--- src/rtl/md_pkg.sv ---
// Shared encodings and helpers for the multiply/divide unit.
package md_pkg;

    // Function codes, identical to the controller's MDFunc encoding.
    localparam logic [2:0] MD_NONE = 3'd0;
    localparam logic [2:0] MD_MTHI = 3'd1;
    localparam logic [2:0] MD_MTLO = 3'd2;
    localparam logic [2:0] MD_MUL  = 3'd3;
    localparam logic [2:0] MD_DIV  = 3'd4;

    // One quotient bit per iteration.
    localparam int unsigned DIV_ITERS = 32;

    typedef enum logic [1:0] {IDLE, MUL, DIV, FIX} md_state_t;

    // Magnitude of a two's-complement value when en is set, raw value otherwise.
    function automatic logic [31:0] md_abs(input logic [31:0] v, input logic en);
        return (en && v[31]) ? (~v + 32'd1) : v;
    endfunction

endpackage

--- src/rtl/md_divider.sv ---
// Iterative unsigned restoring divider: load once, then one quotient bit per step.
module md_divider (
    input  logic        clk_i,
    input  logic        rst_ni,
    input  logic        load_i,
    input  logic        step_i,
    input  logic [31:0] dividend_i,
    input  logic [31:0] divisor_i,
    output logic [31:0] quotient_o,
    output logic [31:0] remainder_o
);

    logic [31:0] quo_q, quo_d;
    logic [31:0] rem_q, rem_d;
    logic [31:0] dvs_q, dvs_d;
    logic [32:0] trial;

    // Shift the next dividend bit into the partial remainder and try to subtract.
    always_comb begin
        quo_d = quo_q;
        rem_d = rem_q;
        dvs_d = dvs_q;
        // Bit 32 set means the shifted remainder was smaller than the divisor.
        trial = {rem_q, quo_q[31]} - {1'b0, dvs_q};
        if (load_i) begin
            quo_d = dividend_i;
            rem_d = '0;
            dvs_d = divisor_i;
        end else if (step_i) begin
            if (!trial[32]) begin
                rem_d = trial[31:0];
                quo_d = {quo_q[30:0], 1'b1};
            end else begin
                rem_d = {rem_q[30:0], quo_q[31]};
                quo_d = {quo_q[30:0], 1'b0};
            end
        end
    end

    // Datapath registers.
    always_ff @(posedge clk_i or negedge rst_ni) begin
        if (!rst_ni) begin
            quo_q <= '0;
            rem_q <= '0;
            dvs_q <= '0;
        end else begin
            quo_q <= quo_d;
            rem_q <= rem_d;
            dvs_q <= dvs_d;
        end
    end

    assign quotient_o  = quo_q;
    assign remainder_o = rem_q;

endmodule

--- src/rtl/md_unit.sv ---
// EX-stage multiply/divide unit owning the HI/LO registers.
module md_unit
    import md_pkg::*;
#(
    parameter int unsigned MUL_LAT = 5
) (
    input  logic        clk,
    input  logic        reset,
    input  logic        md_start,
    input  logic [2:0]  md_func,
    input  logic        md_sign,
    input  logic        md_cancel,
    input  logic [31:0] rs_val,
    input  logic [31:0] rt_val,
    output logic        md_busy,
    output logic [31:0] hi,
    output logic [31:0] lo
);

    md_state_t   state_q, state_d;
    logic        busy_q, busy_d;
    logic [31:0] hi_q, hi_d;
    logic [31:0] lo_q, lo_d;
    logic [5:0]  cnt_q, cnt_d;
    logic [31:0] a_q, a_d;
    logic [31:0] b_q, b_d;
    logic        sign_q, sign_d;

    logic        accept;
    logic        div_load;
    logic        div_step;
    logic [31:0] quo;
    logic [31:0] rem;
    logic [63:0] a_ext, b_ext, prod;
    logic        q_neg, r_neg, div_zero;

    assign accept = (state_q == IDLE) && md_start && !md_cancel;

    // Widen the latched operands so one 64-bit multiply serves mult and multu.
    always_comb begin
        a_ext = sign_q ? {{32{a_q[31]}}, a_q} : {32'd0, a_q};
        b_ext = sign_q ? {{32{b_q[31]}}, b_q} : {32'd0, b_q};
        prod  = a_ext * b_ext;
    end

    assign q_neg    = sign_q && (a_q[31] ^ b_q[31]);
    assign r_neg    = sign_q && a_q[31];
    assign div_zero = (b_q == 32'd0);

    md_divider u_divider (
        .clk_i       (clk),
        .rst_ni      (reset),
        .load_i      (div_load),
        .step_i      (div_step),
        .dividend_i  (md_abs(rs_val, md_sign)),
        .divisor_i   (md_abs(rt_val, md_sign)),
        .quotient_o  (quo),
        .remainder_o (rem)
    );

    // Next-state logic: acceptance, iteration counting, result write-back.
    always_comb begin
        state_d  = state_q;
        busy_d   = busy_q;
        hi_d     = hi_q;
        lo_d     = lo_q;
        cnt_d    = cnt_q;
        a_d      = a_q;
        b_d      = b_q;
        sign_d   = sign_q;
        div_load = 1'b0;
        div_step = 1'b0;
        case (state_q)
            IDLE: begin
                if (accept) begin
                    case (md_func)
                        MD_MTHI: hi_d = rs_val;
                        MD_MTLO: lo_d = rs_val;
                        MD_MUL: begin
                            a_d     = rs_val;
                            b_d     = rt_val;
                            sign_d  = md_sign;
                            cnt_d   = 6'(MUL_LAT - 1);
                            busy_d  = 1'b1;
                            state_d = MUL;
                        end
                        MD_DIV: begin
                            a_d      = rs_val;
                            b_d      = rt_val;
                            sign_d   = md_sign;
                            div_load = 1'b1;
                            cnt_d    = 6'(DIV_ITERS - 1);
                            busy_d   = 1'b1;
                            state_d  = DIV;
                        end
                        default: ;
                    endcase
                end
            end
            MUL: begin
                if (md_cancel) begin
                    busy_d  = 1'b0;
                    state_d = IDLE;
                end else if (cnt_q == 6'd0) begin
                    hi_d    = prod[63:32];
                    lo_d    = prod[31:0];
                    busy_d  = 1'b0;
                    state_d = IDLE;
                end else begin
                    cnt_d = cnt_q - 6'd1;
                end
            end
            DIV: begin
                if (md_cancel) begin
                    busy_d  = 1'b0;
                    state_d = IDLE;
                end else begin
                    div_step = 1'b1;
                    if (cnt_q == 6'd0) begin
                        state_d = FIX;
                    end else begin
                        cnt_d = cnt_q - 6'd1;
                    end
                end
            end
            FIX: begin
                busy_d  = 1'b0;
                state_d = IDLE;
                if (!md_cancel) begin
                    // Divide by zero returns the raw dividend and all-ones quotient.
                    if (div_zero) begin
                        hi_d = a_q;
                        lo_d = 32'hFFFF_FFFF;
                    end else begin
                        hi_d = r_neg ? (~rem + 32'd1) : rem;
                        lo_d = q_neg ? (~quo + 32'd1) : quo;
                    end
                end
            end
            default: begin
                busy_d  = 1'b0;
                state_d = IDLE;
            end
        endcase
    end

    // State and architectural registers; reset takes effect immediately.
    always_ff @(posedge clk or negedge reset) begin
        if (!reset) begin
            state_q <= IDLE;
            busy_q  <= 1'b0;
            hi_q    <= '0;
            lo_q    <= '0;
            cnt_q   <= '0;
            a_q     <= '0;
            b_q     <= '0;
            sign_q  <= 1'b0;
        end else begin
            state_q <= state_d;
            busy_q  <= busy_d;
            hi_q    <= hi_d;
            lo_q    <= lo_d;
            cnt_q   <= cnt_d;
            a_q     <= a_d;
            b_q     <= b_d;
            sign_q  <= sign_d;
        end
    end

    assign md_busy = busy_q;
    assign hi      = hi_q;
    assign lo      = lo_q;

endmodule

--- config.mk ---
export PLATFORM = sky130hd
export DESIGN_NAME = md_unit
export DESIGN_NICKNAME = d
export VERILOG_FILES = /design/src/rtl/md_pkg.sv /design/src/rtl/md_divider.sv /design/src/rtl/md_unit.sv
export SDC_FILE = /design/constraint.sdc
export NUM_CORES = 2
export LEC_CHECK = 0
export ABC_AREA = 1
export BUFFER_PORTS_ARGS = -buffer_cell sky130_fd_sc_hd__buf_2
export CAP_MARGIN = 20
export CORE_MARGIN = 3
export CORE_UTILIZATION = 25
export CTS_CLUSTER_DIAMETER = 40
export DETAILED_ROUTE_END_ITERATION = 16
export PLACE_DENSITY = 0.39
export SETUP_SLACK_MARGIN = 0.1
export SYNTH_ARGS = -nofsm -noshare
export SYNTH_HDL_FRONTEND = slang
export SYNTH_SLANG_ARGS = --single-unit
--- constraint.sdc ---
create_clock -name clk -period 8.8 [get_ports clk]
set_clock_uncertainty 0.15 [all_clocks]
set_input_delay 0.44 -clock clk [delete_from_list [all_inputs] [get_ports clk]]
set_output_delay 0.44 -clock clk [all_outputs]
set_load 0.01 [all_outputs]
Word-level counts from Yosys, hierarchy flattened. Cells that the tools add are included.

Bits in registers: 234. Input port bits: 72. Output and inout bits: 65. Logic and storage cells: 113.

Add/sub/neg operators: 6. Multipliers: 1. Equal/unequal tests: 20. Mux-type cells: 49. Bitwise logic cells: 5. Reductions and logical operators: 21.

Operators with widths (count): 32-bit 2-to-1 mux (21); 32-bit one-hot mux with 3 select lines (2); 32-bit by 1-bit adder with 32-bit output (second input constant) (4); 64-bit 2-to-1 mux (2); 32-bit inverter (4); 64-bit by 64-bit multiplier with 64-bit output (1); 33-bit by 32-bit subtractor with 33-bit output (1); 32-bit zero test (1); 6-bit one-hot mux with 2 select lines (2); 6-bit 2-to-1 mux (3); 2-bit != test (second input constant) (8); 6-bit AND reduction (2); 1-bit 2-to-1 mux (11); 2-bit 2-to-1 mux (5); 2-bit one-hot mux with 4 select lines (1); 4-bit AND reduction (2); 3-bit by 2-bit == test with 1-bit output (second input constant) (2); 1-bit logical AND (6); 6-bit zero test (1); 3-bit != test (second input constant) (2); 6-bit by 1-bit subtractor with 6-bit output (second input constant) (1); 5-bit AND reduction (1); 2-bit == test (second input constant) (2); 2-bit by 1-bit != test with 1-bit output (second input constant) (2); other kinds (13) (15).

Logic depth before layout (Yosys ltp).
Depth in word-level cells: 6. Mapped depth: 40. Depth with buffers taken out: 38.

Modules after synthesis. A second synthesis with hierarchy kept.

Cell total of the unflattened synthesis: 8730. Area total of the unflattened synthesis: 66975.5 um2.

By module, submodules not included: md_unit (instances 1, cells each 7732, area an instance 60362.9 um2, seq. area each 3453.3 um2); md_divider (instances 1, cells each 998, area an instance 6612.6 um2, seq. area each 2402.3 um2).

Worst setup path before layout. Ideal clock, no wire load.

Kind: register to register. Start: register a_q[31]. End: register hi_q[31], in the netlist hi[31]. Library setup time: 122 ps. Data arrival time: 9026 ps. Path slack: -499 ps. Stages on the path, launching flop included: 34. Path buffers: 3. Period minus slack after synthesis: 9299 ps. Cell sequence: dfrtp_1 -> buf_2 -> nand2_1 -> inv_2 -> clkbuf_1 -> buf_1 -> nand2_1 -> fa_1 -> inv_1 -> fa_1 -> fa_1 -> inv_1 -> fa_1 -> inv_1 -> fa_1 -> fa_1 -> fa_1 -> inv_1 -> fa_1 -> inv_1 -> fa_1 -> inv_1 -> fa_1 -> inv_1 -> ha_1 -> nand2_1 -> nor3_1 -> nand2_1 -> nor4_1 -> nand2_1 -> nand4_1 -> nand3_1 -> nand3_1 -> a21oi_1.

Longest elaborated chain between the ends: 5.

RTL lines: from (decl) (line md_unit.sv:25) `logic [31:0] a_q, a_d;`; from (signal assigned) (line md_unit.sv:155) `a_q <= '0;`; from (signal assigned) (line md_unit.sv:164) `a_q <= a_d;`; 64-bit 2-to-1 mux / 1-bit logical AND (equally long branches) (line md_unit.sv:41, md_unit.sv:47); 64-bit by 64-bit multiplier with 64-bit output / 32-bit 2-to-1 mux (equally long branches) (line md_unit.sv:43, md_unit.sv:135); 32-bit 2-to-1 mux (on tied branches) (line md_unit.sv:104, md_unit.sv:131); 32-bit 2-to-1 mux (on tied branches) (line md_unit.sv:101, md_unit.sv:129); 32-bit one-hot mux with 3 select lines * (line md_unit.sv:73) `case (state_q)`; to (signal assigned) (line md_unit.sv:161) `hi_q <= hi_d;`; to (decl) (line md_unit.sv:22) `logic [31:0] hi_q, hi_d;`.

Every way passes the cells marked *; elsewhere a longest branch is shown, timed or not. The select of a mux whose other input is x is not followed. A chain may end at the register's enable or synchronous reset.

Final worst setup path.
Start: register a_q[23]. End: register hi_q[2], in the netlist hi[2].

Longest elaborated chain between the ends: 5.

RTL lines: 64-bit 2-to-1 mux (line md_unit.sv:41) `a_ext = sign_q ? {{32{a_q[31]}}, a_q} : {32'd0, a_q};`; 64-bit by 64-bit multiplier with 64-bit output (line md_unit.sv:43) `prod = a_ext * b_ext;`; 32-bit 2-to-1 mux (line md_unit.sv:104) `end else if (cnt_q == 6'd0) begin`; 32-bit 2-to-1 mux (line md_unit.sv:101) `if (md_cancel) begin`; 32-bit one-hot mux with 3 select lines (line md_unit.sv:73).

Every way passes these cells. The select of a mux whose other input is x is not followed.

==> impl_metrics.tcl <==
set metrics [dict create \
    dr.pass1.iters 6 \
    mostFrequentLayoutCell "inv_1" \
    grt_max_degree 71 \
    crit_path_top_delay_cell "fa_2" \
    areaGrowthSynthToFinish_pct 22.4 \
    max_freq_mhz 117 \
    cp_common_cell "fa_1" \
    synth_edf_count 0 \
    synth-seq-area-share_pct 8.90 \
    fin_util_pct 30.9 \
    worst-path-max-fanout 10 \
    portBuffers 136 \
    cp_data_arrival_time_ns 8.92 \
    synth_top_family_by_area "adder cells" \
    syn-mean-instance-area_um2 7.73 \
    grt_pass1_vias 60000 \
    numCtsBuffers 60 \
    wire_per_inst_um 22.6 \
    netlist_top_cells_area "fa_1 43%, inv_1 15%, nand2_1 11%, dfrtp_1 8.9%, ha_1 6.7%" \
    worst_setup_path_end_kind "register" \
    critPathRequiredTime_ns 9.16 \
    synth.area.mux_share_pct 0.188 \
    ys_warn_count 0 \
    synth_area_um2 65800 \
    max-slew-margin-rel_pct 29.6 \
    rsz0062_at_grt "yes" \
    hp-start "rs_val[7]" \
    max_slew.worst_pin.slew_ns 1.05 \
    hold_path_end "u_divider.quotient_o[7]$_DFFE_PN0P_" \
    fin_crit_sh_pct 97.2 \
    dpl.hpwl_um 243000 \
    dieArea_um2 269000 \
    drv_slew 0 \
    postRouteAntennaNets 0 \
    layout_min_cycle_time_ns 8.56 \
    drcViolationCount 0 \
    critPathBufInv 9 \
    synth_simple_gate_area_share_pct 16.9 \
    cpLargestDelayFamily "adder cells" \
    place_congestion 0.926 \
    via_per_inst 4.44 \
    max_stage_delay_ns 0.59 \
    synth_cells 8514 \
    place_area_um2 75800 \
    drtIter0Drc 4000 \
    synth-xor-area-share_pct 1.17 \
    ys_ff_latch 234 \
    synth_fa_ha_area_share_pct 49.9 \
    hold_viol 0 \
    hold_depth 4 \
    io_pins 137 \
    cts_root_buf "clkbuf_16" \
    synth_compound_area_share_pct 6.24 \
    worstSetupPathType "register to register" \
    final_cell_mix "2,504 x inv_1, 1,831 x nand2_1, 1,367 x fa_1, 620 x buf_4, 369 x nor2_1" \
    start_util_pct 25.2 \
    grt_pass1_wl_um 420000 \
    setup_viol 0 \
    grt_usage_pct 21.2 \
    synth_nets 10400 \
    h-tree-depth 2 \
    post-synth-top-area-fraction_pct 43.2 \
    grt_antenna_before_repair 20 \
    outcome "completed" \
    drv_cap 0 \
    synth-async-reset-ratio_pct 100 \
    cts_tree "yes" \
    ys.flop_type "dfrtp_1" \
    grt-ovfl-total 0 \
    min_path_type "primary input to register" \
    path_clk_slew_ns 0.06 \
    die_w_um 519 \
    cp-start-kind "register" \
    placeableCoreArea_um2 261000 \
    drive_gt1_share_pct 15.5 \
    clkLatencyLatePin_ns 0.65 \
    synth_top_cell_by_area "fa_1" \
    wl_um 287000 \
    nNetsFinal 11000 \
    synth.distinct_cells 50 \
    clockBufferDepth 3 \
    fin_area_um2 80500 \
    r2r_end "hi[2]$_DFFE_PN0P_" \
    clkSinkCount 234 \
    r2r_slack_ns 0.24 \
    rows 187 \
    num_vias 56300 \
    r2r_start "a_q[23]$_DFFE_PN0P_" \
    r2r_cells 30 \
    die_y_um 519 \
]
==> flip-flops by register name, summed over array words and instances, names as in the netlist <==
| register | flops |
|---|---|
| a_q | 32 |
| b_q | 32 |
| cnt_q | 6 |
| hi | 32 |
| lo | 32 |
| md_busy | 1 |
| sign_q | 1 |
| state_q | 2 |
| u_divider.dvs_q | 32 |
| u_divider.quotient_o | 32 |
| u_divider.remainder_o | 32 |
==> metal layers <==
| metal | global-route usage, % | vias up | wire (um) |
|---|---|---|---|
| li1 | - | 25800 | - |
| met1 | 30.7 | 28900 | 134000 |
| met2 | 34.3 | 1497 | 131000 |
| met3 | 2.30 | 187 | 15300 |
| met4 | 3.86 | 2 | 6420 |
| met5 | 0 | - | 13 |
==> stage by stage <==
step	setup WS [ns]	cells	setup TNS (ns)	hold slack, ns
final	0.245	12700	0	0.0319
after global placement	-0.404	12500	-4.08	0.309
after floorplan	0.104	8514	0	-0.00559
after CTS	0.0414	12600	0	0.00394
after global routing	-0.0593	12700	-0.298	0.0385
after detailed placement	-0.406	12500	-4.70	0.303
==> synthesized netlist by cell type, drive strengths merged, types with 2 or more instances <==
| master | instances |
|---|---|
| inv | 2560 |
| xor2 | 67 |
| o21bai | 15 |
| nor3 | 66 |
| a21oi | 260 |
| o211ai | 18 |
| fa | 1420 |
| buf | 38 |
| or2 | 28 |
| a21boi | 11 |
| nand3 | 253 |
| dfrtp | 234 |
| and3 | 2 |
| mux2 | 11 |
| o221ai | 29 |
| nor4 | 23 |
| o21ai | 314 |
| nand4 | 41 |
| o2111ai | 2 |
| a21o | 13 |
| o31ai | 12 |
| a41oi | 9 |
| nand3b | 12 |
| xnor2 | 21 |
| nand2 | 1864 |
| nor2 | 464 |
| o22ai | 5 |
| o21a | 5 |
| ha | 351 |
| clkbuf | 316 |
| a31oi | 37 |
| clkinv | 4 |
| a211oi | 3 |
==> kinds of logic (layout without fill, tap and decap cells) <==
group | Yosys count | after routing
other | 0 | 3
buffers and inverters | 2918 | 3586
xor gates and xnor gates | 88 | 88
AOI/OAI and AO/OA | 737 | 737
adders and majority gates | 1771 | 1771
muxes | 11 | 11
and+or+nand+nor | 2755 | 2755
DFF | 234 | 234
==> tightest hold or removal path, cell delays in order <==
cell	delay, ns
buf_2	0.11
nand2_1	0.06
nand3_1	0.09
o221ai_1	0.08
==> timing repair <==
item,4_1_cts,5_1_grt
cloned,0,3
setup buffers,9,37
endpoints found under the setup margin,38,41
gates resized for setup,73,415
pin swaps,10,129
hold buffers,34,0
endpoints found under the hold margin,104,0
==> cell type report <==
| type | instances | area (um2) |
|---|---|---|
| flip-flops and latches | 234 | 5900 |
| inverters | 2564 | 9670 |
| clock buffers | 77 | 1670 |
| repair inverters | 1 | 6.26 |
| diodes | 3 | 7.51 |
| multi-input cells | 5362 | 50400 |
| well taps | 3496 | 4370 |
| fillers | 28300 | 180000 |
| clock inverters | 35 | 505 |
| repair buffers | 909 | 7930 |
==> how the worst max path moves through the flow <==
stage	start	to	cells after the start
global placement	a_q[6]$_DFFE_PN0P_	hi[11]$_DFFE_PN0P_	30
floorplan	a_q[31]$_DFFE_PN0P_	hi[31]$_DFFE_PN0P_	33
CTS	sign_q$_DFFE_PN0P_	hi[14]$_DFFE_PN0P_	33
global route	sign_q$_DFFE_PN0P_	hi[27]$_DFFE_PN0P_	31
detailed placement	sign_q$_DFFE_PN0P_	hi[13]$_DFFE_PN0P_	35
finish	a_q[23]$_DFFE_PN0P_	hi[2]$_DFFE_PN0P_	30
Power is not shown: default switching activity piles up to over one toggle a cycle in this logic, so the estimate is an artifact.
